--- src/rtl/core_test_sequencer_pkg.sv ---
`default_nettype none
// ============================================================================
// Module   : core_test_pkg
// Purpose  : Shared types and helpers for the core test sequencer: FSM state
//            encoding, LFSR polynomial/step function and the operand/product
//            byte-address map of a test pair.
// Ports    : none (package)
// Revision : 1.0  initial release
// ============================================================================
package core_test_pkg;

  typedef enum logic [2:0] {
    S_IDLE   = 3'd0,
    S_CLEAR  = 3'd1,
    S_LOAD   = 3'd2,
    S_LAUNCH = 3'd3,
    S_WAIT   = 3'd4,
    S_CHECK  = 3'd5,
    S_DONE   = 3'd6
  } seq_state_t;

  localparam logic [31:0] LFSR_POLY = 32'h8020_0003;

  // Selectors for pair_addr.
  localparam int SEL_OP_A    = 0;
  localparam int SEL_OP_B    = 1;
  localparam int SEL_PRODUCT = 2;

  // Right-shift Galois step.
  function automatic logic [31:0] lfsr_next(input logic [31:0] s);
    return (s >> 1) ^ (s[0] ? LFSR_POLY : 32'h0);
  endfunction

  // First byte address of operand A, operand B or the product of pair i.
  // Operands of consecutive pairs are packed from address 0; products are
  // laid out with the same stride starting at res_base.
  function automatic int pair_addr(input int i, input int which,
                                   input int nbytes, input int res_base);
    case (which)
      SEL_OP_A: return i * 2 * nbytes;
      SEL_OP_B: return i * 2 * nbytes + nbytes;
      default:  return res_base + i * 2 * nbytes;
    endcase
  endfunction

endpackage
`default_nettype wire

--- src/rtl/core_test_sequencer_lfsr32.sv ---
`default_nettype none
// ============================================================================
// Module   : lfsr32
// Purpose  : 32-bit right-shift Galois LFSR with synchronous load and step.
//            A zero seed is replaced by 1 so the register never locks up.
// Ports    : clk_i   - clock
//            rst_i   - synchronous active-high reset (state -> 1)
//            load_i  - load seed_i (priority over step_i)
//            seed_i  - load value
//            step_i  - advance one step
//            state_o - current LFSR state
// Revision : 1.0  initial release
// ============================================================================
module lfsr32
  import core_test_pkg::*;
(
  input  logic        clk_i,
  input  logic        rst_i,
  input  logic        load_i,
  input  logic [31:0] seed_i,
  input  logic        step_i,
  output logic [31:0] state_o
);

  logic [31:0] state_q;

  always_ff @(posedge clk_i) begin
    if (rst_i) begin
      state_q <= 32'd1;
    end else if (load_i) begin
      state_q <= (seed_i == 32'd0) ? 32'd1 : seed_i;
    end else if (step_i) begin
      state_q <= lfsr_next(state_q);
    end
  end

  assign state_o = state_q;

endmodule
`default_nettype wire

--- src/rtl/core_test_sequencer.sv ---
`default_nettype none
// ============================================================================
// Module   : core_test_sequencer
// Purpose  : On-chip self-checking multiply test. Clears data memory
//            (optional), loads pseudo-random signed operand pairs, releases
//            the core, waits for done with a timeout, then reads back every
//            product and compares it with a local signed multiply.
// Ports    : clk_i / rst_i           - clock, synchronous active-high reset
//            go_i, seed_i            - start a run with the given LFSR seed
//            core_start_o/core_done_i- core hold/release and completion
//            mem_sel_o               - 1 = sequencer owns the data memory
//            mem_we_o/addr/wdata/rdata - byte port, combinational read
//            busy_o, run_done_o      - run in progress / run finished
//            timed_out_o             - core did not finish in TIMEOUT_CYC
//            pass_count_o, fail_count_o, first_fail_o, cycles_o - results
// Revision : 1.0  initial release
// ============================================================================
module core_test_sequencer
  import core_test_pkg::*;
#(
  parameter int OP_W        = 16,
  parameter int N_PAIRS     = 15,
  parameter int ADDR_W      = 8,
  parameter int RES_BASE    = 60,
  parameter int TIMEOUT_CYC = 100000,
  parameter int CLEAR_EN    = 1
) (
  input  logic                         clk_i,
  input  logic                         rst_i,
  input  logic                         go_i,
  input  logic [31:0]                  seed_i,
  output logic                         core_start_o,
  input  logic                         core_done_i,
  output logic                         mem_sel_o,
  output logic                         mem_we_o,
  output logic [ADDR_W-1:0]            mem_addr_o,
  output logic [7:0]                   mem_wdata_o,
  input  logic [7:0]                   mem_rdata_i,
  output logic                         busy_o,
  output logic                         run_done_o,
  output logic                         timed_out_o,
  output logic [$clog2(N_PAIRS+1)-1:0] pass_count_o,
  output logic [$clog2(N_PAIRS+1)-1:0] fail_count_o,
  output logic [$clog2(N_PAIRS)-1:0]   first_fail_o,
  output logic [31:0]                  cycles_o
);

  localparam int NB     = OP_W / 8;
  localparam int CNT_W  = $clog2(N_PAIRS + 1);
  localparam int PI_W   = $clog2(N_PAIRS);
  localparam int CB_W   = $clog2(4 * NB + 1);
  localparam logic [ADDR_W-1:0] LOAD_LAST = ADDR_W'(2 * NB * N_PAIRS - 1);
  localparam logic [31:0]       TO_LAST   = 32'(TIMEOUT_CYC - 1);

  seq_state_t          state_q;
  logic [ADDR_W-1:0]   mem_addr_q;
  logic [7:0]          mem_wdata_q;
  logic                timed_out_q;
  logic [CNT_W-1:0]    pass_q, fail_q;
  logic [PI_W-1:0]     first_fail_q;
  logic [31:0]         cycles_q;
  logic [PI_W-1:0]     chk_pair_q;
  logic [CB_W-1:0]     chk_byte_q;
  logic [4*OP_W-1:0]   sh_q;

  // Address of byte k (0 .. 4*NB-1) in the read-back sequence of pair i:
  // both operands first, then the product.
  function automatic logic [ADDR_W-1:0] chk_addr(input int i, input int k);
    int a;
    if (k < 2 * NB) a = pair_addr(i, SEL_OP_A, NB, RES_BASE) + k;
    else            a = pair_addr(i, SEL_PRODUCT, NB, RES_BASE) + k - 2 * NB;
    return ADDR_W'(a);
  endfunction

  // ---------------------------------------------------------------- LFSR
  logic        w_go_ok, w_lfsr_step;
  logic [31:0] w_lfsr_q, w_lfsr_nxt, w_seed_fix, w_lfsr_seed;

  assign w_go_ok    = go_i && (state_q == S_IDLE || state_q == S_DONE);
  assign w_seed_fix = (seed_i == 32'd0) ? 32'd1 : seed_i;
  // Without a clear phase the first load byte is written on the cycle right
  // after go, so the seed is loaded already advanced by one step.
  assign w_lfsr_seed = (CLEAR_EN != 0) ? w_seed_fix : lfsr_next(w_seed_fix);
  assign w_lfsr_nxt  = lfsr_next(w_lfsr_q);
  assign w_lfsr_step = (state_q == S_CLEAR && (&mem_addr_q)) ||
                       (state_q == S_LOAD  && mem_addr_q != LOAD_LAST);

  lfsr32 u_lfsr (
    .clk_i   (clk_i),
    .rst_i   (rst_i),
    .load_i  (w_go_ok),
    .seed_i  (w_lfsr_seed),
    .step_i  (w_lfsr_step),
    .state_o (w_lfsr_q)
  );

  // ------------------------------------------------------------- compare
  logic [OP_W-1:0]          w_op_a, w_op_b;
  logic [2*OP_W-1:0]        w_prod_rd;
  logic signed [2*OP_W-1:0] w_a_ext, w_b_ext, w_prod_ref;
  logic                     w_match;

  assign w_op_a     = sh_q[4*OP_W-1 -: OP_W];
  assign w_op_b     = sh_q[3*OP_W-1 -: OP_W];
  assign w_prod_rd  = sh_q[2*OP_W-1:0];
  // Sign-extend before multiplying so the truncated product is the full
  // 2*OP_W-bit signed result.
  assign w_a_ext    = {{OP_W{w_op_a[OP_W-1]}}, w_op_a};
  assign w_b_ext    = {{OP_W{w_op_b[OP_W-1]}}, w_op_b};
  assign w_prod_ref = w_a_ext * w_b_ext;
  assign w_match    = (w_prod_rd == w_prod_ref);

  // ----------------------------------------------------------------- FSM
  always_ff @(posedge clk_i) begin
    if (rst_i) begin
      state_q      <= S_IDLE;
      mem_addr_q   <= '0;
      mem_wdata_q  <= '0;
      timed_out_q  <= 1'b0;
      pass_q       <= '0;
      fail_q       <= '0;
      first_fail_q <= '0;
      cycles_q     <= '0;
      chk_pair_q   <= '0;
      chk_byte_q   <= '0;
      sh_q         <= '0;
    end else begin
      unique case (state_q)
        S_IDLE, S_DONE: begin
          if (go_i) begin
            timed_out_q  <= 1'b0;
            pass_q       <= '0;
            fail_q       <= '0;
            first_fail_q <= '0;
            cycles_q     <= '0;
            mem_addr_q   <= '0;
            if (CLEAR_EN != 0) begin
              state_q     <= S_CLEAR;
              mem_wdata_q <= '0;
            end else begin
              state_q     <= S_LOAD;
              mem_wdata_q <= w_lfsr_seed[7:0];
            end
          end
        end
        S_CLEAR: begin
          if (&mem_addr_q) begin
            state_q     <= S_LOAD;
            mem_addr_q  <= '0;
            mem_wdata_q <= w_lfsr_nxt[7:0];
          end else begin
            mem_addr_q  <= mem_addr_q + 1'b1;
          end
        end
        S_LOAD: begin
          if (mem_addr_q == LOAD_LAST) begin
            state_q    <= S_LAUNCH;
            mem_addr_q <= '0;
          end else begin
            mem_addr_q  <= mem_addr_q + 1'b1;
            mem_wdata_q <= w_lfsr_nxt[7:0];
          end
        end
        S_LAUNCH: state_q <= S_WAIT;
        S_WAIT: begin
          if (core_done_i) begin
            state_q    <= S_CHECK;
            chk_pair_q <= '0;
            chk_byte_q <= '0;
            mem_addr_q <= chk_addr(0, 0);
          end else begin
            cycles_q <= cycles_q + 32'd1;
            if (cycles_q == TO_LAST) begin
              timed_out_q <= 1'b1;
              state_q     <= S_DONE;
            end
          end
        end
        S_CHECK: begin
          if (chk_byte_q != CB_W'(4 * NB)) begin
            // Read cycle: capture the byte addressed this cycle, present next.
            sh_q       <= {sh_q[4*OP_W-9:0], mem_rdata_i};
            chk_byte_q <= chk_byte_q + 1'b1;
            mem_addr_q <= chk_addr(int'(chk_pair_q), int'(chk_byte_q) + 1);
          end else begin
            if (w_match) begin
              pass_q <= pass_q + 1'b1;
            end else begin
              fail_q <= fail_q + 1'b1;
              if (fail_q == '0) first_fail_q <= chk_pair_q;
            end
            chk_byte_q <= '0;
            if (chk_pair_q == PI_W'(N_PAIRS - 1)) begin
              state_q <= S_DONE;
            end else begin
              chk_pair_q <= chk_pair_q + 1'b1;
              mem_addr_q <= chk_addr(int'(chk_pair_q) + 1, 0);
            end
          end
        end
        default: state_q <= S_IDLE;
      endcase
    end
  end

  // Control outputs decode directly from the registered state.
  assign busy_o       = (state_q != S_IDLE) && (state_q != S_DONE);
  assign run_done_o   = (state_q == S_DONE);
  assign core_start_o = !(state_q == S_LAUNCH || state_q == S_WAIT);
  assign mem_sel_o    = core_start_o;
  assign mem_we_o     = (state_q == S_CLEAR) || (state_q == S_LOAD);
  assign mem_addr_o   = mem_addr_q;
  assign mem_wdata_o  = mem_wdata_q;
  assign timed_out_o  = timed_out_q;
  assign pass_count_o = pass_q;
  assign fail_count_o = fail_q;
  assign first_fail_o = first_fail_q;
  assign cycles_o     = cycles_q;

endmodule
`default_nettype wire

--- config.mk ---
export PLATFORM = sky130hd
export DESIGN_NAME = core_test_sequencer
export DESIGN_NICKNAME = d
export VERILOG_FILES = /design/src/rtl/core_test_sequencer_pkg.sv /design/src/rtl/core_test_sequencer_lfsr32.sv /design/src/rtl/core_test_sequencer.sv
export SDC_FILE = /design/constraint.sdc
export NUM_CORES = 1
export LEC_CHECK = 0
export ABC_AREA = 1
export CELL_PAD_IN_SITES_DETAIL_PLACEMENT = 1
export CELL_PAD_IN_SITES_GLOBAL_PLACEMENT = 1
export CORE_ASPECT_RATIO = 1.5
export CORE_MARGIN = 3
export CORE_UTILIZATION = 50
export CTS_BUF_LIST = sky130_fd_sc_hd__clkbuf_8 sky130_fd_sc_hd__clkbuf_16
export DETAILED_ROUTE_END_ITERATION = 10
export HOLD_SLACK_MARGIN = 0.15
export PLACE_DENSITY_LB_ADDON = 0.1
export SETUP_SLACK_MARGIN = 0.1
export SYNTH_ARGS = -nofsm -noshare
export SYNTH_HDL_FRONTEND = slang
export SYNTH_HIERARCHICAL = 1
export SYNTH_SLANG_ARGS = --single-unit
export TNS_END_PERCENT = 50
--- constraint.sdc ---
create_clock -name clk_i -period 9.95 [get_ports clk_i]
set_clock_uncertainty 0.15 [all_clocks]
set_input_delay 1.99 -clock clk_i [delete_from_list [all_inputs] [get_ports clk_i]]
set_output_delay 1.99 -clock clk_i [all_outputs]
set_load 0.02 [all_outputs]
==> impl_results.md <==
- Outcome: finished clean
- Longest Clk Path Bufs: 2
- CP max-delay cell: fa_1
- EDFF count, synth: 0
- N_diodes: 0
- GPL Wtd Cong: 0.946
- Final hold slack: between 0.3 and 0.4 ns
- Vias post-DR: around 17000
- H-tree Lvls: 4
- Final instance area: between 0.02 and 0.025 mm²
- Layout cells sized above 1: about 3.8%
- Net count, final: a little under 3000
- Worst-path fanout max: 18
- Mapped Cells: 2550
- Routed vias/inst: 5.48
- Syn Area/Cell: about 7.4 µm²
- Routed WL per cell: approximately 19 µm
- Final HPWL DP: 46300 µm
- WHS Path Cells: 2
- Post-route ant nets: 0
- Top_reg_cell synth: dfxtp_1
- Cell Rows: 86
- GR Util met3: between 2 and 3%
- Hold EP: mem_wdata_o[6]
- RR Endpoint: pass_count_o[2]
- Pins Over Slew Limit: 0
- Final period utilization: between 70 and 80%
- Post-synth top area cell: fa_1
- Core Box Area: around 0.037 mm²
- RSZ-0062 raised after global routing: false
- Worst path most repeated cell: nand2_1
- TritonCTS Buffers: 17
- # clock sinks: roughly 170
- Final hold vios: 0
- WL final: between 50000 and 60000 µm
- Distinct cells, synth: 51
- Placed Area: between 0.02 and 0.025 mm²
- HP Start: mem_wdata_o[6]
- Reg2Reg Depth: 26
- Synth Cell Area: 0.0189 mm²
- Post-CTS Resized: 0
- GR Layer Usage met2: between 50% and 60%
- Seq/Total Area, Yosys: 17.8%
- Pre-antenna DRT Iters: 5
- Hold-fix buffers, CTS: 0
- Commonest cells in the netlist: nand2_1 (571), inv_1 (446), fa_1 (264), nor2_1 (241), dfxtp_1 (168)
- CP bufs+invs: 4
- FF-to-FF Start: sh_q[36]
- Flop-to-flop setup slack: ~2.2 ns
- Final min period: approximately 7.7 ns
- Initial Util: 51.1%
- Setup violators final: 0
- Reg clk slew, reported paths: 0.07 ns
- Layout area overhead: 8.99%
- Ranking of synthesized cells by area: fa_1 (28%), dfxtp_1 (18%), nand2_1 (11%), inv_1 (8.8%), ha_1 (6.7%)
- Vias in the first global route: roughly 19000
- Kind of critical path: flip-flop to flip-flop
- Initial antenna violation count: 0
- IO Pins: 110
- Power density cells: approximately 130 mW/mm²
- Async set-or-reset flop fraction in the synthesized netlist: 0%
- 1st-iter DRT viols: roughly 780
- Core Util, Final: 55.7%
- Synthesized Nets: between 2000 and 3000
- Post-CTS Setup Inserts: 0
- Die area: slightly above 0.04 mm²
- Max cap viols: 0
- First-pass GRT wire length: 95200 µm
- Setup TNS: 0 ns
- Fill cells: about 4700
- Worst Path Required: between 10 and 15 ns
- Data arrival, critical path: between 7 and 8 ns
- Clk Latency, worst-skew pair: approximately 0.46 ns
- Max Fclk: around 130 MHz
- Startpoint Class: flip-flop
- GR peak layer: met2
- Delay-heaviest family, CP: adder cells
- All-layer global routing usage: between 20% and 30%
- Seq cells post-synth: 168
- DRC violations left: 0
- Met1 usage: between 30% and 40%
- Grt ovf: 0
- YS warnings: 6
- Worst ir drop on vdd: ~0.00031 V
- Max-slew headroom: between 20% and 30%
- Share of the synthesized area in the top cell type: between 20 and 30%
- Die Wd: between 150 and 200 µm
- IO buf count: roughly 110
- Worst Max-Slew Pin Slew: 1.04 ns
- Most frequent cell after synthesis: nand2_1
- Chip height: 244 µm
- CP endpoint kind: flip-flop
- Leakage: between 8 and 9 nW
- CTS Root Cell: clkbuf_16
- Worst hold path type: flip-flop to flip-flop
- Slowest cell delay on critical path: between 0.9 and 1 ns
- Tot Pwr: between 2 and 3 mW
- CTS tree: built
- Largest net degree at the start of global routing: between 70 and 80
[final cells by class]
cell class / count / area, µm² / share of cell area, %
inverter: 461 / 1730 / 8.40
tap: 484 / 606 / 2.94
sequential: 168 / 3360 / 16.3
clock inverter: 14 / 119 / 0.576
multi-input combinational: 1779 / 13200 / 64.1
timing repair buffer: 117 / 1150 / 5.58
clock buffer: 17 / 425 / 2.06
[state kept, by name (all words and copies together), names as in the netlist]
signal          cells
first_fail_o        4
cycles_o           32
fail_count_o        4
state_q             3
mem_wdata_o         8
pass_count_o        4
chk_pair_q          4
u_lfsr/state_o     32
mem_addr_o          8
timed_out_o         1
sh_q               64
chk_byte_q          4
[cells by family (layout without fill, tap and decap cells)]
logic type               count (synthesis)  count (layout)  synth area share [%]
AO/OA/AOI/OAI                          331             331                  9.23
XOR/XNOR                                68              68                  3.23
adder cells (fa/ha/maj)                366             366                  34.7
buffers and inverters                  603             609                  12.4
flip-flops                             168             168                  17.8
AND/OR/NAND/NOR                       1014            1014                  22.7
[tightest hold or removal path, cell delays in order, from the launching register on]
cell	delay [ns]
dfxtp_1	0.31
nand2_1	0.06
a21oi_1	0.06
[report_power, final]
group          leakage, nW  switching, mW  internal [mW]
clock network        0.267          0.332          0.327
logic                 7.28          0.700          0.381
registers             1.36          0.137          0.773
[worst max-delay path by stage]
stage | startpoint | end | cells past startpoint | slack [ns]
after floorplan | sh_q[63] | pass_count_o[0] | 31 | 3.29
after global placement | sh_q[36] | pass_count_o[1] | 27 | 2.42
after detailed placement | sh_q[36] | first_fail_o[3] | 26 | 2.18
after CTS | sh_q[36] | first_fail_o[3] | 26 | 2.13
after global routing | sh_q[36] | pass_count_o[1] | 27 | 1.60
final | sh_q[36] | pass_count_o[2] | 26 | 2.21
[layer usage]
layer	vias up	share of wire (%)
met5	-	0
met4	0	4.3
met3	156	2.7
met2	356	55
met1	8374	38
li1	7772	-
[per-stage QoR]
step,worst slack (ns),std cells
after floorplan,3.29,2550
after global placement,2.42,3009
after detailed placement,2.18,3009
after CTS,2.13,3040
after global routing,1.60,3040
final,2.21,3040
[cell usage in the layout, fill, tap and decap left out, types with 29 or more instances in the layout]
| cell | instances |
|---|---|
| nand2_1 | 571 |
| inv_1 | 447 |
| fa_1 | 264 |
| nor2_1 | 239 |
| dfxtp_1 | 168 |
| o21ai_0 | 141 |
| a21oi_1 | 130 |
| clkdlybuf4s50_1 | 109 |
| ha_1 | 102 |
| nand3_1 | 77 |
| xor2_1 | 41 |
| nand4_1 | 29 |
Power figures use the tool's default switching activity.
